File: src/rtl/vga_if.sv
// Raster timing bundle passed between the VGA timing generator and downstream draw stages.
interface vga_if;
    logic [10:0] hcount;
    logic [10:0] vcount;
    logic        hsync;
    logic        vsync;
    logic        hblnk;
    logic        vblnk;
    logic [11:0] rgb;

    modport out (output hcount, vcount, hsync, vsync, hblnk, vblnk, rgb);
    modport in  (input  hcount, vcount, hsync, vsync, hblnk, vblnk, rgb);
endinterface

File: src/rtl/vga_timing.sv
// VGA raster counter: produces registered pixel coordinates, sync and blanking for one
// (hcount, vcount) pixel per enabled cycle, plus a one-cycle start-of-frame flag.
module vga_timing #(
    parameter int H_ACTIVE = 800,
    parameter int H_FP     = 40,
    parameter int H_SYNC   = 128,
    parameter int H_BP     = 88,
    parameter int V_ACTIVE = 600,
    parameter int V_FP     = 1,
    parameter int V_SYNC   = 4,
    parameter int V_BP     = 23
) (
    input  logic clk,
    input  logic rst,
    input  logic en,
    vga_if.out   vga_out,
    output logic sof
);

    localparam int H_TOTAL = H_ACTIVE + H_FP + H_SYNC + H_BP;
    localparam int V_TOTAL = V_ACTIVE + V_FP + V_SYNC + V_BP;

    localparam logic [10:0] H_LAST     = 11'(H_TOTAL - 1);
    localparam logic [10:0] V_LAST     = 11'(V_TOTAL - 1);
    localparam logic [10:0] H_BLNK_BEG = 11'(H_ACTIVE);
    localparam logic [10:0] V_BLNK_BEG = 11'(V_ACTIVE);
    localparam logic [10:0] H_SYNC_BEG = 11'(H_ACTIVE + H_FP);
    localparam logic [10:0] H_SYNC_END = 11'(H_ACTIVE + H_FP + H_SYNC);
    localparam logic [10:0] V_SYNC_BEG = 11'(V_ACTIVE + V_FP);
    localparam logic [10:0] V_SYNC_END = 11'(V_ACTIVE + V_FP + V_SYNC);

    logic [10:0] hcount_q, hcount_d;
    logic [10:0] vcount_q, vcount_d;
    logic        hsync_q,  hsync_d;
    logic        vsync_q,  vsync_d;
    logic        hblnk_q,  hblnk_d;
    logic        vblnk_q,  vblnk_d;
    logic        sof_q,    sof_d;
    logic [10:0] h_next, v_next;

    // Sync and blank decode the *next* counts so every registered output refers to one pixel.
    always_comb begin
        // NOTE: every combinational output gets a default first so no path can infer a latch.
        hcount_d = hcount_q;
        vcount_d = vcount_q;
        hsync_d  = hsync_q;
        vsync_d  = vsync_q;
        hblnk_d  = hblnk_q;
        vblnk_d  = vblnk_q;
        sof_d    = 1'b0;

        h_next = (hcount_q == H_LAST) ? 11'd0 : hcount_q + 11'd1;
        v_next = vcount_q;
        if (hcount_q == H_LAST) begin
            v_next = (vcount_q == V_LAST) ? 11'd0 : vcount_q + 11'd1;
        end

        if (en) begin
            hcount_d = h_next;
            vcount_d = v_next;
            hblnk_d  = (h_next >= H_BLNK_BEG);
            vblnk_d  = (v_next >= V_BLNK_BEG);
            hsync_d  = (h_next >= H_SYNC_BEG) && (h_next < H_SYNC_END);
            vsync_d  = (v_next >= V_SYNC_BEG) && (v_next < V_SYNC_END);
            sof_d    = (h_next == 11'd0) && (v_next == 11'd0);
        end
    end

    // Reset parks the counters on the last pixel so the first enabled cycle lands on (0,0).
    always_ff @(posedge clk) begin
        // NOTE: sequential state uses non-blocking assignments so all flops update together.
        if (rst) begin
            hcount_q <= H_LAST;
            vcount_q <= V_LAST;
            hsync_q  <= 1'b0;
            vsync_q  <= 1'b0;
            hblnk_q  <= 1'b1;
            vblnk_q  <= 1'b1;
            sof_q    <= 1'b0;
        end else begin
            hcount_q <= hcount_d;
            vcount_q <= vcount_d;
            hsync_q  <= hsync_d;
            vsync_q  <= vsync_d;
            hblnk_q  <= hblnk_d;
            vblnk_q  <= vblnk_d;
            sof_q    <= sof_d;
        end
    end

    assign vga_out.hcount = hcount_q;
    assign vga_out.vcount = vcount_q;
    assign vga_out.hsync  = hsync_q;
    assign vga_out.vsync  = vsync_q;
    assign vga_out.hblnk  = hblnk_q;
    assign vga_out.vblnk  = vblnk_q;
    assign vga_out.rgb    = 12'h000;
    assign sof            = sof_q;

endmodule
File: src/flat_wrapper.sv
// flat-port wrapper written by rule: the top's interface ports become plain ports
module vga_timing_flat 
#(
    parameter int H_ACTIVE = 800,
    parameter int H_FP     = 40,
    parameter int H_SYNC   = 128,
    parameter int H_BP     = 88,
    parameter int V_ACTIVE = 600,
    parameter int V_FP     = 1,
    parameter int V_SYNC   = 4,
    parameter int V_BP     = 23
)
  (clk, rst, en, sof, vga_out_hcount, vga_out_vcount, vga_out_hsync, vga_out_vsync, vga_out_hblnk, vga_out_vblnk, vga_out_rgb);
  vga_if vga_out_i ();
  input  logic clk;
  input  logic rst;
  input  logic en;
  output logic sof;
  output wire logic [$bits(vga_out_i.hcount)-1:0] vga_out_hcount;
  output wire logic [$bits(vga_out_i.vcount)-1:0] vga_out_vcount;
  output wire logic [$bits(vga_out_i.hsync)-1:0] vga_out_hsync;
  output wire logic [$bits(vga_out_i.vsync)-1:0] vga_out_vsync;
  output wire logic [$bits(vga_out_i.hblnk)-1:0] vga_out_hblnk;
  output wire logic [$bits(vga_out_i.vblnk)-1:0] vga_out_vblnk;
  output wire logic [$bits(vga_out_i.rgb)-1:0] vga_out_rgb;
  assign vga_out_hcount = vga_out_i.hcount;
  assign vga_out_vcount = vga_out_i.vcount;
  assign vga_out_hsync = vga_out_i.hsync;
  assign vga_out_vsync = vga_out_i.vsync;
  assign vga_out_hblnk = vga_out_i.hblnk;
  assign vga_out_vblnk = vga_out_i.vblnk;
  assign vga_out_rgb = vga_out_i.rgb;
  vga_timing #(.H_ACTIVE(H_ACTIVE), .H_FP(H_FP), .H_SYNC(H_SYNC), .H_BP(H_BP), .V_ACTIVE(V_ACTIVE), .V_FP(V_FP), .V_SYNC(V_SYNC), .V_BP(V_BP)) u_core (.clk(clk), .rst(rst), .en(en), .vga_out(vga_out_i), .sof(sof));
endmodule
File: config.mk
export PLATFORM = sky130hd
export DESIGN_NAME = vga_timing_flat
export DESIGN_NICKNAME = d
export VERILOG_FILES = /design/src/rtl/vga_if.sv /design/src/rtl/vga_timing.sv /design/src/flat_wrapper.sv
export SDC_FILE = /design/constraint.sdc
export NUM_CORES = 1
export LEC_CHECK = 0
export CAP_MARGIN = 20
export CORE_MARGIN = 2
export CORE_UTILIZATION = 40
export CTS_BUF_LIST = sky130_fd_sc_hd__clkbuf_4 sky130_fd_sc_hd__clkbuf_8
export CTS_CLUSTER_DIAMETER = 60
export DETAILED_ROUTE_END_ITERATION = 16
export GPL_TIMING_DRIVEN = 1
export PLACE_DENSITY = 0.69
export SYNTH_ARGS = -nofsm -noshare
export SYNTH_HDL_FRONTEND = slang
export SYNTH_SLANG_ARGS = --single-unit
File: constraint.sdc
create_clock -name clk -period 2.7 [get_ports clk]
set_input_delay 0.54 -clock clk [delete_from_list [all_inputs] [get_ports clk]]
set_output_delay 0.54 -clock clk [all_outputs]
set_load 0.01 [all_outputs]
# Word level (Yosys, flattened, before mapping)

Index checks and enable logic that the tools add are counted.
W data, S select, Z words.

Register bits after elaboration: 27
Input port bits: 3
Output and inout bits: 39
Logic and storage cells: 27

$add $sub $neg: 2
$lt $le $gt $ge: 6
Equal/unequal tests: 2
Multiplexer cells: 3
Bitwise operators: 1
Reduce and logical (&&, ||, !) cells: 6

Operator list:

| operator                | count |
|---|---|
| $ge A11 B10 Y1 const B  | 4 |
| $mux W11                | 3 |
| $add A11 B1 Y11 const B | 2 |
| $logic_not A11 Y1       | 2 |
| $lt A11 B10 Y1 const B  | 2 |
| $eq A11 B10 Y1 const B  | 1 |
| $eq A11 B11 Y1 const B  | 1 |
| $logic_and A1 B1 Y1     | 3 |
| $reduce_or A2 Y1        | 1 |
| $not A1 Y1              | 1 |

# Longest topological paths before layout

Gate-level depths: netlist (run 1).

Word-level depth: 5
Mapped depth: 9

# Least setup slack after synthesis (run 1)

No wires, ideal clock.

Kind: reg-to-reg
From: reg u_core.hcount_q[0] (netlist: u_core.vga_out.hcount[0])
To: reg u_core.sof_q (netlist: u_core.sof)
Library setup time: 0.092 ns
Data arrival time: 2.332 ns
Required time: 2.608 ns
Path slack: 0.276 ns
Stages on the path, launching flop included: 10
Buffers on the path: 1
Path through: dfxtp_1 > ha_1 > nand4b_4 > or4_4 > buf_6 > nor3_2 > xor2_1 > nor3b_1 > inv_1 > nor4_1

Longest elaborated chain between the ends: 4

Ends and longest elaborated chain:

| what                                                     | RTL line                           | RTL |
|---|---|---|
| start, declared                                          | vga_timing.sv:32                   | `logic [10:0] hcount_q, hcount_d;` |
| start signal, assigned                                   | vga_timing.sv:81                   | `hcount_q <= hcount_d;` |
| $add A11 B1 Y11 / $eq A11 B11 Y1 (equally long branches) | vga_timing.sv:52, vga_timing.sv:54 |  |
| $mux W11 (on tied branches)                              | vga_timing.sv:52, vga_timing.sv:54 |  |
| $logic_not A11 Y1                                        | vga_timing.sv:65                   | `sof_d = (h_next == 11'd0) && (v_next == 11'd0);` |
| $logic_and A1 B1 Y1 (*)                                  | vga_timing.sv:65                   |  |
| end signal, assigned                                     | vga_timing.sv:79                   | `sof_q <= 1'b0;` |
| end signal, assigned                                     | vga_timing.sv:87                   | `sof_q <= sof_d;` |
| end, declared                                            | vga_timing.sv:38                   | `logic sof_q, sof_d;` |

Every way passes the cells marked *; elsewhere a longest branch is shown, timed or not.
A chain may end at the register's enable or synchronous reset.

# Worst setup path after layout (run 1)

From: reg u_core.hcount_q[1] (netlist: u_core.vga_out.hcount[1])
To: reg u_core.sof_q (netlist: u_core.sof)

Same word-level chain as after synthesis.

==> results of run 1 <==
-- final timing paths --
path                            startpoint                   end  cells past startpoint
setup / recovery  u_core.vga_out.hcount[1]            u_core.sof                      8
hold / removal        u_core.vga_out.vsync  u_core.vga_out.vsync                      2
setup reg to reg  u_core.vga_out.hcount[1]            u_core.sof                      8
hold reg to reg       u_core.vga_out.vsync  u_core.vga_out.vsync                      2
-- Yosys cell counts (2+ instances only) --
cell	count	share of area [%]
dfxtp_1	27	28
nor2_1	22	4.2
nand2_1	19	3.7
a21oi_1	16	4.1
xor2_1	15	6.7
buf_4	13	5.0
clkbuf_1	12	2.3
nand4_1	12	3.8
o21ai_0	11	2.8
nand3_1	10	2.6
nor3_1	9	2.3
and3_1	7	2.2
inv_1	7	1.3
buf_2	6	1.5
nor2b_1	5	1.6
a211o_1	4	1.8
xnor2_1	4	1.8
and2_1	3	0.96
nand2b_1	3	0.96
nor3b_1	3	1.2
o31ai_1	3	1.2
or2_2	3	0.96
buf_6	2	1.2
ha_1	2	1.3
o21bai_1	2	0.77
-- worst min-delay path, stage by stage (launching register included) --
cell     delay, ps
dfxtp_1        320
nand2_1         60
o31ai_1         60
-- metal layers --
| layer | global-route usage (%) | share of wire [%] |
|---|---|---|
| met4 | 4.646 | 0.99 |
| met1 | 24.31 | 49 |
| met5 | 0 | 0 |
| met3 | 1.783 | 4.3 |
| met2 | 25.99 | 46 |
-- placed cells by master, fill, tap and decap left out, drive strengths merged, types with 10 or more instances in the layout --
cell type	synthesis	final
clkdlybuf4s50	0	29
dfxtp	27	27
nor2	22	22
nand2	19	19
a21oi	16	16
xor2	15	15
nand4	12	12
conb	1	12
buf	21	12
o21ai	12	12
nand3	11	11
nor3	10	10
-- stage by stage --
step	total power [uW]	std cells	hold WS (ps)
after floorplan	849.8	260	477.5
after global placement	982.2	335	441.5
after detailed placement	983.1	335	463.2
after CTS	1234	339	481.5
after global routing	1300	339	507.9
final	1231	339	475.6
-- cell type report --
type                       count  area, um2  share of cell area [%]
inverter                       7      26.28                   1.136
clock buffer                   4      48.80                   2.109
timing repair buffer          41      380.4                   16.44
sequential                    27      541.8                   23.42
multi-input combinational    193       1232                   53.27
tap                           67      83.83                   3.624
-- logic make-up after synthesis --
family | count (synthesis) | share of synthesized area [%]
other | 1 | 0.1922
buffers and inverters | 40 | 11.35
XOR/XNOR | 19 | 8.531
AO/OA/AOI/OAI | 52 | 18.67
AND/OR/NAND/NOR | 108 | 32.27
flip-flops | 27 | 27.71
adder cells (fa/ha/maj) | 2 | 1.283
-- power by group through the flow --
| stage | Sequential [uW] | Combinational [uW] | Clock, uW |
|---|---|---|---|
| 2_1_floorplan | 484 | 365 | 0 |
| 3_3_place_gp | 487 | 495 | 0 |
| 3_5_place_dp | 489 | 494 | 0 |
| 4_1_cts | 479 | 498 | 257 |
| 5_1_grt | 486 | 548 | 267 |
| 6_report | 480 | 501 | 249 |
-- sequential cells by signal, summed over array words and instances, names as in the netlist --
signal	count
u_core.sof	1
u_core.vga_out.hblnk	1
u_core.vga_out.hcount	11
u_core.vga_out.hsync	1
u_core.vga_out.vblnk	1
u_core.vga_out.vcount	11
u_core.vga_out.vsync	1
-- what timing repair did --
| action | in CTS | in global routing |
|---|---|---|
| hold endpoints to repair | 0 | 0 |
| endpoints found under the setup margin | 0 | 2 |
| gates resized for setup | 0 | 2 |
==> metrics.txt, run 1 <==
Die Height=73.83 um; Cell Int Power=776.0 uW; detailed-placement wirelength estimate=3383 um; via count normalized by instance count=5.372; share of power burned in combinational logic=40.7%; final worst path period share=92.26%; number of setup violations in the final report=0; Fin Clk Skew=2.731 ps; global-route wire length before repair=7169 um; flip-flop and latch count after synthesis=27; mean area per synthesized cell=7.834 um2; synthesis-to-finish area growth=18.60%; number of max-cap violations=0; Initial Utilization=41.30%; share of synthesized area occupied by flip-flops and latches=27.71%; endpoint required time on the critical path=2880 ps; Diodes inserted=0; via count=1821; sw power=454.9 uW; fin area=0.002313 mm2; critical-path maximum fanout=9; portion of total power attributed to the clock network=20.3%; FP Rows=25; total of warnings raised by yosys=0; library cell contributing the largest single delay on the critical path=or4_4; Final Max Tran Viols=0; Setup TNS Final=0 ps; CP Data Arrival Time=2670 ps; min-delay worst type=reg -> reg; Most used DFF post-synth=dfxtp_1; number of buffers inserted to repair setup after CTS=0; via count of the first global-routing pass=1505; Final Wtd Congestion=0.9066; Crit. End Element=flop; Final Util=48.98%; overall fraction of global-route tracks in use=16.70%; CP peak stage delay=590 ps; total cell area at the placement stage=0.002261 mm2; fill cell instance count of the final layout=475; post-DR wirelength/cell=13.69 um; total number of clock tree sinks=27; clock latency on the worst-skew pair=270 ps; Leakage=0.0008885 uW; cts bufs inserted=3; IO buf count=29; Critical path buffers and inverters=1; initial antenna violation count=0; Reg power frac=39.0%; total DRC errors in the routed layout=0; Post-CTS Hold Fix Bufs=0; Max Root-Sink Buffers=2; Final Hold Violating Endpoints=0; WS Path Type=reg -> reg; Detailed Route WL=4640 um; post-layout min period=2491 ps; power density relative to cell area=532.1 mW/mm2; pre-CTS worst setup slack=181.0 ps; Root Buffer Master=clkbuf_8; die span in x=73.83 um; worst setup slack after layout=208.9 ps; synth unique cells=54; die area=0.005451 mm2; cell-by-cell listing of the critical path=ha_2, nand4b_4, or4_4, nor3_2, xor2_1, nor3b_1, inv_1, nor4_1; leftover overflow at the end of global routing=0; clock transition at the register clock pins on the worst setup and hold paths after CTS=100 ps; critical path launch point type=flop; setup slack of the most critical reg-to-reg path=210 ps; family of cells with the greatest summed delay on the critical path=simple AND/OR/NAND/NOR gates; top-level I/O count=42; fraction of final layout cells with drive strength greater than 1=11.40%; Peak VDD IR=0.0002091 V; Final ANT Viol Nets=0; async set-or-reset flop fraction in the synthesized netlist=0%; synthesized instance count=249; number of detailed-route iterations in the first pass=4; run status=finished, final reports clean; area inside the core boundary=0.004723 mm2; number of DRC markers in iteration 0=145; unrepaired setup endpoints after global routing=no; Sw Ratio=36.96%; maximum number of pins on one net before global-route repair=19; Post-synth EDFFs=0; maximum achievable frequency=0.4014 GHz; CTS H-tree depth=1; clock tree from TritonCTS=built; Total Nets Final=278; total standard cell area after synthesis=0.001951 mm2
Note: power is estimated with default switching activity, not from simulation.
==> run 2: changes to the inputs <==
- PLACE_DENSITY: 0.69 -> 0.72
- clock period: 2.7 -> 2.2 ns (I/O delays scaled with it)
==> run 2 against run 1 <==
  * Flip-flop and latch count is the same
  * Hold slack lost 2.3 ps
  * Power grew 36%
  * Register-to-register slack lost 250 ps
  * Sequential share of layout area shrank 2.5 points
  * Die area is the same
  * Clock power grew 23%
  * Highest routed layer unchanged
  * The run now ends with setup timing left
  * Fmax grew 11%
==> metrics.txt, run 2 (same netlist as run 1, synthesis figures left out) <==
area inside the core boundary=0.004723 mm2 (unchanged); post-layout power=1671 uW (was 1231 uW); maximum achievable frequency=0.4468 GHz (was 0.4014 GHz); number of setup violations in the final report=2 (was 0); Hold Path Cell Cnt=2 (unchanged); leftover overflow at the end of global routing=0 (unchanged); Detailed Route WL=5373 um (was 4640 um); critical path launch point type=flop (unchanged); global-route wire length before repair=8493 um (was 7169 um); die span in x=73.83 um (unchanged); FP Rows=25 (unchanged); synthesis-to-finish area growth=34.57% (was 18.60%); WS Path Type=reg -> reg (unchanged); top library cells by usage in the layout, fill and taps aside=buf_4 (39), clkdlybuf4s50_1 (29), dfxtp_1 (24), nor2_1 (22), nand2_1 (19) (was clkdlybuf4s50_1 (29), dfxtp_1 (26), nor2_1 (22), nand2_1 (19), a21oi_1 (16)); top-level I/O count=42 (unchanged); Root Buffer Master=clkbuf_8 (unchanged); clock latency on the worst-skew pair=290 ps (was 270 ps); non-filler cells in the finished layout=367 (was 339); Final Wtd Congestion=0.8951 (was 0.9066); worst setup slack after layout=-37.92 ps (was 208.9 ps); Placed Instances=358 (was 335); power density relative to cell area=636.5 mW/mm2 (was 532.1 mW/mm2); run status=finished, violations left (was finished, final reports clean); via count normalized by instance count=5.458 (was 5.372); Final ANT Viol Nets=0 (unchanged); initial antenna violation count=0 (unchanged); commonest non-fill, non-tap cell in the layout=buf_4 (was clkdlybuf4s50_1); Initial Utilization=41.30% (unchanged); Peak VDD IR=0.0003036 V (was 0.0002091 V); maximum number of pins on one net before global-route repair=27 (was 19); endpoint required time on the critical path=2410 ps (was 2880 ps); Final Hold Violating Endpoints=0 (unchanged); cts bufs inserted=3 (unchanged); Max Root-Sink Buffers=2 (unchanged); Final Max Tran Viols=0 (unchanged); overall fraction of global-route tracks in use=19.88% (was 16.70%); fraction of final layout cells with drive strength greater than 1=23.33% (was 11.40%); clock tree from TritonCTS=built (unchanged); Crit. End Element=flop (unchanged); die area=0.005451 mm2 (unchanged); number of max-cap violations=0 (unchanged); depth of the worst register-to-register path=9 (was 8); via count=2003 (was 1821); CP Data Arrival Time=2450 ps (was 2670 ps); clock transition at the register clock pins on the worst setup and hold paths after CTS=110 ps (was 100 ps); post-layout min period=2238 ps (was 2491 ps); final worst path period share=101.7% (was 92.26%); total number of clock tree sinks=27 (unchanged); IO buf count=29 (unchanged); post-DR wirelength/cell=14.64 um (was 13.69 um); total DRC errors in the routed layout=0 (unchanged); critical-path maximum fanout=8 (was 9); Fin Clk Skew=11.25 ps (was 2.731 ps); number of DRC markers in iteration 0=166 (was 145); pre-CTS worst setup slack=-58.07 ps (was 181.0 ps); fin area=0.002625 mm2 (was 0.002313 mm2); CTS H-tree depth=1 (unchanged); Post-CTS Hold Fix Bufs=0 (unchanged); Die Height=73.83 um (unchanged); unrepaired setup endpoints after global routing=yes (was no); Total Nets Final=306 (was 278); min-delay worst type=reg -> reg (unchanged); number of detailed-route iterations in the first pass=5 (was 4); Diodes inserted=0 (unchanged); detailed-placement wirelength estimate=3778 um (was 3383 um); total cell area at the placement stage=0.002471 mm2 (was 0.002261 mm2); failing checks=setup timing; via count of the first global-routing pass=1811 (was 1505); Leakage=0.001062 uW (was 0.0008885 uW)
[run 2: changes by cell type in the layout (fill, tap and decap cells not counted), moves of 2 or more]
cell     before  now
a21oi_2       0    2
dfxtp_4       0    2
buf_4        12   39
a21oi_1      16   14
nor3_4        0    2
dfxtp_1      26   24
[run 2: cell type report]
type                       count  area, um2
clock buffer                   3      41.29
fill                         447       2098
tap                           67      83.83
clock inverter                 1      7.507
sequential                    27      549.3
multi-input combinational    193       1314
inverter                       7      26.28
timing repair buffer          69      603.1
[run 2: final timing paths]
check / from / to / slack, ps
setup / recovery: u_core.vga_out.hcount[0] / u_core.vga_out.vblnk / -40
hold / removal: u_core.vga_out.vsync / u_core.vga_out.vsync / 470
setup reg to reg: u_core.vga_out.hcount[0] / u_core.vga_out.vblnk / -40
hold reg to reg: u_core.vga_out.vsync / u_core.vga_out.vsync / 470
[run 2: power breakdown]
part / switching, uW / total [uW] / internal (uW)
Combinational: 416 / 801 / 384
Sequential: 37.7 / 564 / 527
Clock: 176 / 306 / 129
Total: 630 / 1670 / 1040
[run 2: metal layers]
layer | GRT usage (%) | share of wire (%) | up-vias
met5 | 0 | 0 | -
li1 | - | - | 961
met2 | 30.46 | 47 | 93
met1 | 28.08 | 44 | 939
met3 | 2.881 | 6.4 | 10
met4 | 7.475 | 2.0 | 0
[run 2: critical path, cell delays in order, from the launching register on]
cell      delay [ps]
dfxtp_4          370
ha_4             140
nand4b_4         130
or4_4            590
buf_4            190
nor3_4           180
nand2b_1         140
a21oi_1           70
o21a_1           200
a21oi_2          140
[run 2: stage by stage]
step           TNS, ps  util [%]  hold WS, ps
6_report        -39.49     55.58        473.3
3_5_place_dp    -66.65     52.32        461.4
5_1_grt         -319.7     55.58        510.4
2_1_floorplan        0         -        477.5
3_3_place_gp         0     52.32        447.3
4_1_cts              0     53.51        478.7
[run 2: repair_timing]
action | CTS | global route
buffers inserted | 0 | 5
resized for setup | 2 | 11
pin swaps | 1 | 6
setup endpoints to repair | 3 | 5
==> run 3: changes to the inputs <==
- CORE_UTILIZATION: 40 -> 30
- PLACE_DENSITY: 0.72 -> 0.58
- SLEW_MARGIN: default -> 10
==> run 3 against run 2 <==
  * The run still ends with setup timing left
  * Sequential share of layout area down 0.29 points
  * Combinational power about the same
  * Register-to-register slack about the same
  * Critical endpoint unchanged
  * First-iteration DRC count is 37% lower
  * Worst setup slack gained 1.6 ps
  * Highest routed layer unchanged
  * Largest power group unchanged
  * Critical path type unchanged
  * Core utilization decreased by 13 points
==> metrics.txt, run 3 (same netlist as run 1, synthesis figures left out) <==
portion of total power attributed to the clock network=18.0% (was 18.3%); post-DR wirelength/cell=13.77 um (was 14.64 um); cell-by-cell listing of the critical path=ha_4, nand4b_4, or4_4, buf_4, o41ai_4, a21oi_1, o21a_1, a21oi_1 (was ha_4, nand4b_4, or4_4, buf_4, nor3_4, nand2b_1, a21oi_1, o21a_1, a21oi_2); Cell Int Power=1048 uW (was 1040 uW); area inside the core boundary=0.006314 mm2 (was 0.004723 mm2); CP peak stage delay=570 ps (was 590 ps); Final Max Tran Viols=0 (unchanged); maximum achievable frequency=0.4472 GHz (was 0.4468 GHz); share of power burned in combinational logic=48.2% (was 47.9%); Fin Clk Skew=3.841 ps (was 11.25 ps); Initial Utilization=30.90% (was 41.30%); number of DRC markers in iteration 0=105 (was 166); post-layout min period=2236 ps (was 2238 ps); via count=1928 (was 2003); initial antenna violation count=0 (unchanged); global-route wire length before repair=8631 um (was 8493 um); pre-CTS worst setup slack=-93.12 ps (was -58.07 ps); Peak VDD IR=0.0002845 V (was 0.0003036 V); Final Util=42.17% (was 55.58%); non-filler cells in the finished layout=384 (was 367); multi-input combinational cell area=0.001297 mm2 (was 0.001314 mm2); synthesis-to-finish area growth=36.50% (was 34.57%); Detailed Route WL=5289 um (was 5373 um); number of detailed-route iterations in the first pass=4 (was 5); power density relative to cell area=624.5 mW/mm2 (was 636.5 mW/mm2); detailed-placement wirelength estimate=3952 um (was 3778 um); Critical path buffers and inverters=1 (unchanged); Crit. End Element=flop (unchanged); Placed Instances=374 (was 358); total number of clock tree sinks=27 (unchanged); failing checks=setup timing (unchanged); fraction of final layout cells with drive strength greater than 1=25.08% (was 23.33%); Diodes inserted=0 (unchanged); final worst path period share=101.6% (was 101.7%); Setup TNS Final=-45.59 ps (was -39.49 ps); IO buf count=29 (unchanged); Final Hold Violating Endpoints=0 (unchanged); Root Buffer Master=clkbuf_8 (unchanged); top-level I/O count=42 (unchanged); min-delay worst type=reg -> reg (unchanged); Final ANT Viol Nets=0 (unchanged); top library cells by usage in the layout, fill and taps aside=buf_4 (46), clkdlybuf4s50_1 (29), dfxtp_1 (24), nor2_1 (22), nand2_1 (19) (was buf_4 (39), clkdlybuf4s50_1 (29), dfxtp_1 (24), nor2_1 (22), nand2_1 (19)); Max Root-Sink Buffers=2 (unchanged); cts bufs inserted=3 (unchanged); FP Rows=29 (was 25); number of max-cap violations=0 (unchanged); Final Wtd Congestion=0.8378 (was 0.8951); library cell contributing the largest single delay on the critical path=or4_4 (unchanged); Sw Ratio=36.94% (was 37.74%); family of cells with the greatest summed delay on the critical path=compound AO/OA/AOI/OAI gates (was simple AND/OR/NAND/NOR gates); most frequent CP cell=a21oi_1; clock tree from TritonCTS=built (unchanged); unrepaired setup endpoints after global routing=yes (unchanged); die span in x=84.64 um (was 73.83 um); run status=finished, violations left (unchanged); leftover overflow at the end of global routing=0 (unchanged); commonest non-fill, non-tap cell in the layout=buf_4 (unchanged); clock transition at the register clock pins on the worst setup and hold paths after CTS=100 ps (was 110 ps); die area=0.007163 mm2 (was 0.005451 mm2); number of setup violations in the final report=2 (unchanged); sw power=614.3 uW (was 630.5 uW); Worst Hold Slack=470.5 ps (was 473.3 ps); Reg power frac=33.9% (was 33.8%); fill cell instance count of the final layout=650 (was 447); WS Path Type=reg -> reg (unchanged); critical path launch point type=flop (unchanged); total DRC errors in the routed layout=0 (unchanged); Total Nets Final=313 (was 306); endpoint required time on the critical path=2420 ps (was 2410 ps); maximum number of pins on one net before global-route repair=16 (was 27); overall fraction of global-route tracks in use=14.44% (was 19.88%); Die Height=84.64 um (was 73.83 um); clock latency on the worst-skew pair=280 ps (was 290 ps); CTS H-tree depth=1 (unchanged); worst setup slack after layout=-36.28 ps (was -37.92 ps); Leakage=0.001095 uW (was 0.001062 uW); critical-path maximum fanout=6 (was 8); via count normalized by instance count=5.021 (was 5.458); via count of the first global-routing pass=1745 (was 1811); CP Data Arrival Time=2450 ps (about the same); storage element area=549.3 um2 (unchanged)
-- run 3: cell count changes in the layout (fill, tap and decap cells not counted), sizes merged --
cell | before | now
buf | 40 | 47
clkinvlp | 1 | 0
clkinv | 0 | 1
-- run 3: final timing paths --
check	start	end	slack, ps	cells after the start
worst max-delay path	u_core.vga_out.hcount[0]	u_core.vga_out.vblnk	-40	8
worst min-delay path	u_core.vga_out.vsync	u_core.vga_out.vsync	470	2
worst max register to register	u_core.vga_out.hcount[0]	u_core.vga_out.vblnk	-40	8
worst min register to register	u_core.vga_out.vsync	u_core.vga_out.vsync	470	2
-- run 3: what timing repair did --
| action | CTS | global route |
|---|---|---|
| pin swaps | 2 | 9 |
| resized for setup | 3 | 9 |
| hold buffers | 0 | 0 |
| endpoints found under the setup margin | 3 | 3 |
| setup buffers | 2 | 4 |
-- run 3: worst min-delay path, delay by kind of cell, from the launching register on --
family / cells / cell delay [ps]
flops: 1 / 330
simple gates: 1 / 60
compound gates: 1 / 50
-- run 3: final cells by class --
| type | count | share of cell area, % |
|---|---|---|
| Multi-Input combinational cell | 193 | 48.73 |
| Clock buffer | 3 | 1.551 |
| Sequential cell | 27 | 20.63 |
| Timing Repair Buffer | 76 | 24.30 |
| Tap cell | 77 | 3.618 |
| Inverter | 7 | 0.9868 |
| Clock inverter | 1 | 0.1880 |
-- run 3: per-layer routing --
metal / track usage, % / wire (um) / vias up
met5: 0 / 0 / -
met4: 4.329 / 48 / 0
met3: 1.868 / 287 / 4
met2: 20.90 / 2330 / 57
met1: 22.12 / 2622 / 887
li1: - / - / 980
-- run 3: power groups by stage --
stage          Combinational (uW)  Clock [uW]  Sequential, uW
2_1_floorplan                 452           0             596
3_5_place_dp                  734           0             574
6_report                      801         299             563
5_1_grt                       871         326             569
3_3_place_gp                  732           0             575
4_1_cts                       753         307             564
-- run 3: stage by stage --
step	instance area, um2	power (uW)
2_1_floorplan	2017	1049
3_3_place_gp	2516	1307
3_5_place_dp	2516	1309
4_1_cts	2586	1624
5_1_grt	2663	1766
6_report	2663	1663
